## src/rtl/cycle_tracker.sv

```systemverilog
// -----------------------------------------------------------------------------
// cycle_tracker
//
// Receive-side companion to the 3-phase cycler. Samples the 2-bit phase code
// (0 -> 1 -> 2 -> 0) on every rising edge of Clk and does the following:
//   - acquires lock on the sequence (HUNT -> ACQ -> LOCKED)
//   - flywheels through bad samples while locked
//   - reports errors (pulse plus saturating count)
//   - emits a once-per-revolution wrap pulse
//
// Optional feature (compile-time macro):
//   CYCLE_TRACKER_WRAP_CNT_EN
//     defined   : Wrap_Count counts Wrap_Pulse modulo 2^CNT_W
//     undefined : no wrap counter is built and Wrap_Count is tied to 0
//
// Parameters:
//   LOCK_COUNT    consecutive good transitions needed to declare lock (1..15)
//   UNLOCK_COUNT  consecutive bad samples while locked that drop lock (1..15)
//   CNT_W         width of Err_Count and Wrap_Count
//
// Ports:
//   Clk         in   rising-edge clock
//   Reset       in   asynchronous, active-high reset
//   Cycle_In    in   [1:0] phase code from the cycler (3 is illegal)
//   Locked      out  high while in LOCKED
//   Expected    out  [1:0] code expected on the next sample (0 in HUNT)
//   Err_Pulse   out  one-cycle pulse per bad sample while LOCKED
//   Err_Count   out  [CNT_W-1:0] saturating count of bad samples while LOCKED
//   Wrap_Pulse  out  one-cycle pulse per good 2->0 transition while LOCKED
//   Wrap_Count  out  [CNT_W-1:0] wrap pulse counter (see macro above)
//
// All outputs are registered.
// -----------------------------------------------------------------------------
module cycle_tracker #(
  parameter int LOCK_COUNT   = 3,
  parameter int UNLOCK_COUNT = 2,
  parameter int CNT_W        = 8
) (
  input  logic             Clk,
  input  logic             Reset,
  input  logic [1:0]       Cycle_In,
  output logic             Locked,
  output logic [1:0]       Expected,
  output logic             Err_Pulse,
  output logic [CNT_W-1:0] Err_Count,
  output logic             Wrap_Pulse,
  output logic [CNT_W-1:0] Wrap_Count
);

  typedef enum logic [1:0] {
    HUNT   = 2'd0,
    ACQ    = 2'd1,
    LOCKED = 2'd2
  } state_t;

  localparam logic [3:0]       LOCK_CNT4   = 4'(LOCK_COUNT);
  localparam logic [3:0]       UNLOCK_CNT4 = 4'(UNLOCK_COUNT);
  localparam logic [CNT_W-1:0] CNT_MAX     = '1;

  // Successor of a phase code in the 0 -> 1 -> 2 -> 0 sequence.
  function automatic logic [1:0] nxt(input logic [1:0] p);
    case (p)
      2'd0:    nxt = 2'd1;
      2'd1:    nxt = 2'd2;
      default: nxt = 2'd0;
    endcase
  endfunction

  state_t           state_reg, state_next;
  logic [1:0]       prev_reg, prev_next;
  logic [3:0]       good_cnt_reg, good_cnt_next;
  logic [3:0]       bad_cnt_reg, bad_cnt_next;
  logic             locked_reg, locked_next;
  logic [1:0]       expected_reg, expected_next;
  logic             err_pulse_reg, err_pulse_next;
  logic [CNT_W-1:0] err_count_reg, err_count_next;
  logic             wrap_pulse_reg, wrap_pulse_next;

  logic             is_good;
  logic [3:0]       good_inc;
  logic [3:0]       bad_inc;

  // nxt() never returns 3, so an illegal code can never be classed as good.
  assign is_good  = (Cycle_In == nxt(prev_reg));
  assign good_inc = good_cnt_reg + 4'd1;
  assign bad_inc  = bad_cnt_reg + 4'd1;

  always_ff @(posedge Clk or posedge Reset) begin
    if (Reset) begin
      state_reg      <= HUNT;
      prev_reg       <= 2'd0;
      good_cnt_reg   <= 4'd0;
      bad_cnt_reg    <= 4'd0;
      locked_reg     <= 1'b0;
      expected_reg   <= 2'd0;
      err_pulse_reg  <= 1'b0;
      err_count_reg  <= '0;
      wrap_pulse_reg <= 1'b0;
    end else begin
      state_reg      <= state_next;
      prev_reg       <= prev_next;
      good_cnt_reg   <= good_cnt_next;
      bad_cnt_reg    <= bad_cnt_next;
      locked_reg     <= locked_next;
      expected_reg   <= expected_next;
      err_pulse_reg  <= err_pulse_next;
      err_count_reg  <= err_count_next;
      wrap_pulse_reg <= wrap_pulse_next;
    end
  end

  always_comb begin
    state_next      = state_reg;
    prev_next       = prev_reg;
    good_cnt_next   = good_cnt_reg;
    bad_cnt_next    = bad_cnt_reg;
    err_pulse_next  = 1'b0;
    err_count_next  = err_count_reg;
    wrap_pulse_next = 1'b0;

    case (state_reg)
      HUNT: begin
        if (Cycle_In != 2'd3) begin
          prev_next     = Cycle_In;
          good_cnt_next = 4'd0;
          state_next    = ACQ;
        end
      end

      ACQ: begin
        if (is_good) begin
          prev_next     = Cycle_In;
          good_cnt_next = good_inc;
          if (good_inc == LOCK_CNT4) begin
            state_next   = LOCKED;
            bad_cnt_next = 4'd0;
          end
        end else if (Cycle_In != 2'd3) begin
          // Restart acquisition from the new code.
          prev_next     = Cycle_In;
          good_cnt_next = 4'd0;
        end else begin
          state_next = HUNT;
        end
      end

      LOCKED: begin
        if (is_good) begin
          prev_next    = Cycle_In;
          bad_cnt_next = 4'd0;
          if (prev_reg == 2'd2) begin
            wrap_pulse_next = 1'b1;
          end
        end else begin
          // Flywheel: discard the sample and advance as if it had been good.
          prev_next      = nxt(prev_reg);
          err_pulse_next = 1'b1;
          if (err_count_reg != CNT_MAX) begin
            err_count_next = err_count_reg + 1'b1;
          end
          bad_cnt_next = bad_inc;
          if (bad_inc == UNLOCK_CNT4) begin
            state_next = HUNT;
          end
        end
      end

      default: begin
        state_next = HUNT;
      end
    endcase

    // Outputs are computed from the next state so that they are registered
    // alongside it.
    locked_next   = (state_next == LOCKED);
    expected_next = (state_next == HUNT) ? 2'd0 : nxt(prev_next);
  end

`ifdef CYCLE_TRACKER_WRAP_CNT_EN
  logic [CNT_W-1:0] wrap_count_reg, wrap_count_next;

  always_comb begin
    wrap_count_next = wrap_count_reg;
    if (wrap_pulse_next) begin
      wrap_count_next = wrap_count_reg + 1'b1;
    end
  end

  always_ff @(posedge Clk or posedge Reset) begin
    if (Reset) begin
      wrap_count_reg <= '0;
    end else begin
      wrap_count_reg <= wrap_count_next;
    end
  end

  assign Wrap_Count = wrap_count_reg;
`else
  assign Wrap_Count = '0;
`endif

  assign Locked     = locked_reg;
  assign Expected   = expected_reg;
  assign Err_Pulse  = err_pulse_reg;
  assign Err_Count  = err_count_reg;
  assign Wrap_Pulse = wrap_pulse_reg;

endmodule

```

## config.mk

```make
export PLATFORM = sky130hd
export DESIGN_NAME = cycle_tracker
export DESIGN_NICKNAME = d
export VERILOG_FILES = /design/src/rtl/cycle_tracker.sv
export SDC_FILE = /design/constraint.sdc
export NUM_CORES = 1
export LEC_CHECK = 0
export BUFFER_PORTS_ARGS = -buffer_cell sky130_fd_sc_hd__clkbuf_2
export CAP_MARGIN = 30
export CORE_AREA = 2 2 59 61
export CTS_CLUSTER_SIZE = 25
export DETAILED_ROUTE_END_ITERATION = 10
export DIE_AREA = 0 0 61 63
export PLACE_DENSITY = 0.68
export REMOVE_ABC_BUFFERS = 1
export SLEW_MARGIN = 20
export SYNTH_ARGS = -nofsm -noshare
export SYNTH_HDL_FRONTEND = slang
export SYNTH_SLANG_ARGS = --single-unit
```

## constraint.sdc

```tcl
create_clock -name Clk -period 1.55 [get_ports Clk]
set_clock_uncertainty 0.1 [all_clocks]
set_input_delay 0.155 -clock Clk [delete_from_list [all_inputs] [get_ports Clk]]
set_output_delay 0.155 -clock Clk [all_outputs]
set_load 0.05 [all_outputs]
```

==> impl_metrics.csv <==
group,metric,value,unit
floorplanning,rows,21,
synth,synth_top_area_share,44.4,%
global_routing,grt_pass1_vias,1122,
finish,diodes,0,
global_routing,grt_max_degree,26,
sta,min_period,1.78,ns
sta,rsz0062_at_grt,"true",
critical_path,crit_fanout,5,
detailed_routing,wl_per_cell,12.4,µm
sta,final.setup.tns,-2.96,ns
global_routing,grt-ovfl-total,0,
floorplanning,dieArea,0.00384,mm²
cts,clk_path_buf_depth,2,
hold_path,hp-class,"primary input to flip-flop",
synth,yosysWarningCount,0,
job,maxCapViolations,0,
detailed_routing,antenna_left,0,
sta,setup_violations,19,
power,powerDensity,1170,mW/mm²
critical_path,end_kind,"flip-flop",
finish,area_growth,40.7,%
floorplanning,start_util,43.6,%
finish,nets,208,
synth,netlist.top_cell.by_area,"dfrtp_1",
cts,htree_levels,1,
cts,numCtsBuffers,3,
critical_path,critPathRequiredTime,1.71,ns
floorplanning,io_pins,25,
critical_path,startpoint,"prev_reg[1]",
synth,synthesis.area,0.00141,mm²
global_routing,antenna_found_initial,0,
placed_design,routabilityCongestion,0.750,
outcome,violations,"setup timing",
hold_path,hold_path_startpoint,"Cycle_In[0]",
finish,largest_register_ffs,8,
sta,drv_slew,0,
detailed_routing,drt-total-wl,3020,µm
synth,ys_types,44,
floorplanning,core-area,0.00323,mm²
power,power,2.33,mW
finish,drive_gt1_share,47.0,%
detailed_routing,drc,0,
critical_path,cp.arrival,1.94,ns
global_routing,groute.usage.overall,17.6,%
cts,insertion_delay,0.32,ns
placed_design,post-dp-hpwl,2170,µm
synth,syn_area_per_cell,10.1,µm²
cts,cts.clk_slew.worst_paths,0.14,ns
floorplanning,die_h,63,µm
sta,hold_violations,0,
detailed_routing,vias,1166,
detailed_routing,dr.first_iter.drc_count,26,
outcome,outcome,"complete, but fails checks",
critical_path,critical_path_class,"flip-flop to flip-flop",
synth,ys_seq_area_share,44.4,%
cts,cts_tree,"built",
cts,root_buffer,"clkbuf_4",
critical_path,timing.rr.start,"prev_reg[1]",
placed_design,dpl.cell_count,234,
sta,finalCritPeriodShare,115,%
global_routing,grt_pass1_wl,5060,µm
detailed_routing,firstDrtPassIters,4,
synth,ys_ff_latch,25,
synth,syn_inst,139,
detailed_routing,routed_via_density,4.78,
power,p_leak,0.983,nW
cts,clock-sinks,25,
power,vdd_drop_max,0.636,mV
finish,stdcell_count,244,
sta,fmax,562,MHz
floorplanning,die_w,61,µm
critical_path,start_kind,"flip-flop",
synth,yosys-top-cells-area,"dfrtp_1 (44%), ha_1 (4.4%), buf_4 (4.3%)",
sta,fin_ws,-0.229,ns
finish,final_common_cell,"buf_4",
placed_design,numPortBuffers,16,
finish,layout_common_cells,"buf_4 (36), dfrtp_1 (24), clkbuf_2 (16)",
## Yosys cell counts, drive strengths merged
cell type,number
a41oi,1
inv,16
and2,1
and3,1
o31ai,1
a211oi,1
a21boi,1
dfrtp,25
conb,1
o311ai,1
a31oi,2
xor2,3
mux2i,1
a21o,2
nor2b,2
and4,2
nor4bb,1
a21oi,5
or2b,1
nand2,13
a211o,1
ha,5
nor3,6
o32ai,1
mux2,2
or3,1
nor4b,1
o21ai,10
nand2b,1
o22ai,1
xnor2,4
buf,8
nor3b,3
nor2,7
nand3,7
## metrics by stage
step                      utilization [%]  hold WS (ns)  setup slack, ns  instance area [µm²]
after floorplan                         -        0.0823           -0.411                 1380
after global placement               54.7         0.100           -0.212                 1770
after detailed placement             54.7         0.109           -0.338                 1770
after CTS                            59.1         0.172           -0.195                 1910
after global routing                 61.3         0.218           -0.345                 1980
final                                61.3         0.195           -0.229                 1980
## logic make-up after synthesis
logic type / share of synthesized area, %
buf+inv: 8.70
compound gates: 13.0
xor+xnor: 4.35
simple gates: 22.3
mux: 2.58
other cells: 0.266
flops: 44.4
fa+ha+maj: 4.44
## power by group
part	internal, mW	switching (mW)
sequential	0.780	0.0853
combinational	0.457	0.710
clock	0.101	0.196
total	1.34	0.990
## area by class of cell
| cell class | instances | area, µm² |
|---|---|---|
| multi-input combinational | 97 | 812 |
| inverter | 16 | 65.1 |
| fill | 276 | 1250 |
| clock buffer | 4 | 26.3 |
| timing repair buffer | 56 | 394 |
| sequential | 25 | 627 |
| tap | 46 | 57.6 |
## timing repair
item / in CTS / in global routing
pin swaps: 12 / 10
hold buffers: 1 / 0
endpoints found under the hold margin: 25 / 0
setup endpoints to repair: 21 / 22
setup buffers: 4 / 2
gates resized for setup: 18 / 12
cloned: 0 / 0
## worst paths after layout
path / end / slack [ns] / depth (start not counted)
worst max-delay path: Err_Count[3] / -0.23 / 7
worst min-delay path: Wrap_Pulse / 0.19 / 3
worst max register to register: Err_Count[3] / -0.23 / 7
worst min register to register: Err_Count[7] / 0.41 / 1
max in group asynchronous: prev_reg[1] / 0.80 / 4
min in group asynchronous: bad_cnt_reg[0] / 0.29 / 4
## critical path: stages (launching register included)
cell     delay [ns]
dfrtp_2        0.47
nor3b_4        0.18
nor3_4         0.32
nand2_4        0.10
inv_4          0.09
o21ai_4        0.09
nor3_2         0.23
xor2_1         0.15
## layer usage
metal  up-vias  part of all wire (%)  track usage, %
met5         -                     0               0
met2        20                    52            27.6
met4         0                   1.8            8.70
met1       562                    44            23.5
li1        580                     -               -
met3         4                   2.0            2.07
(Power assumes the default switching activity.)
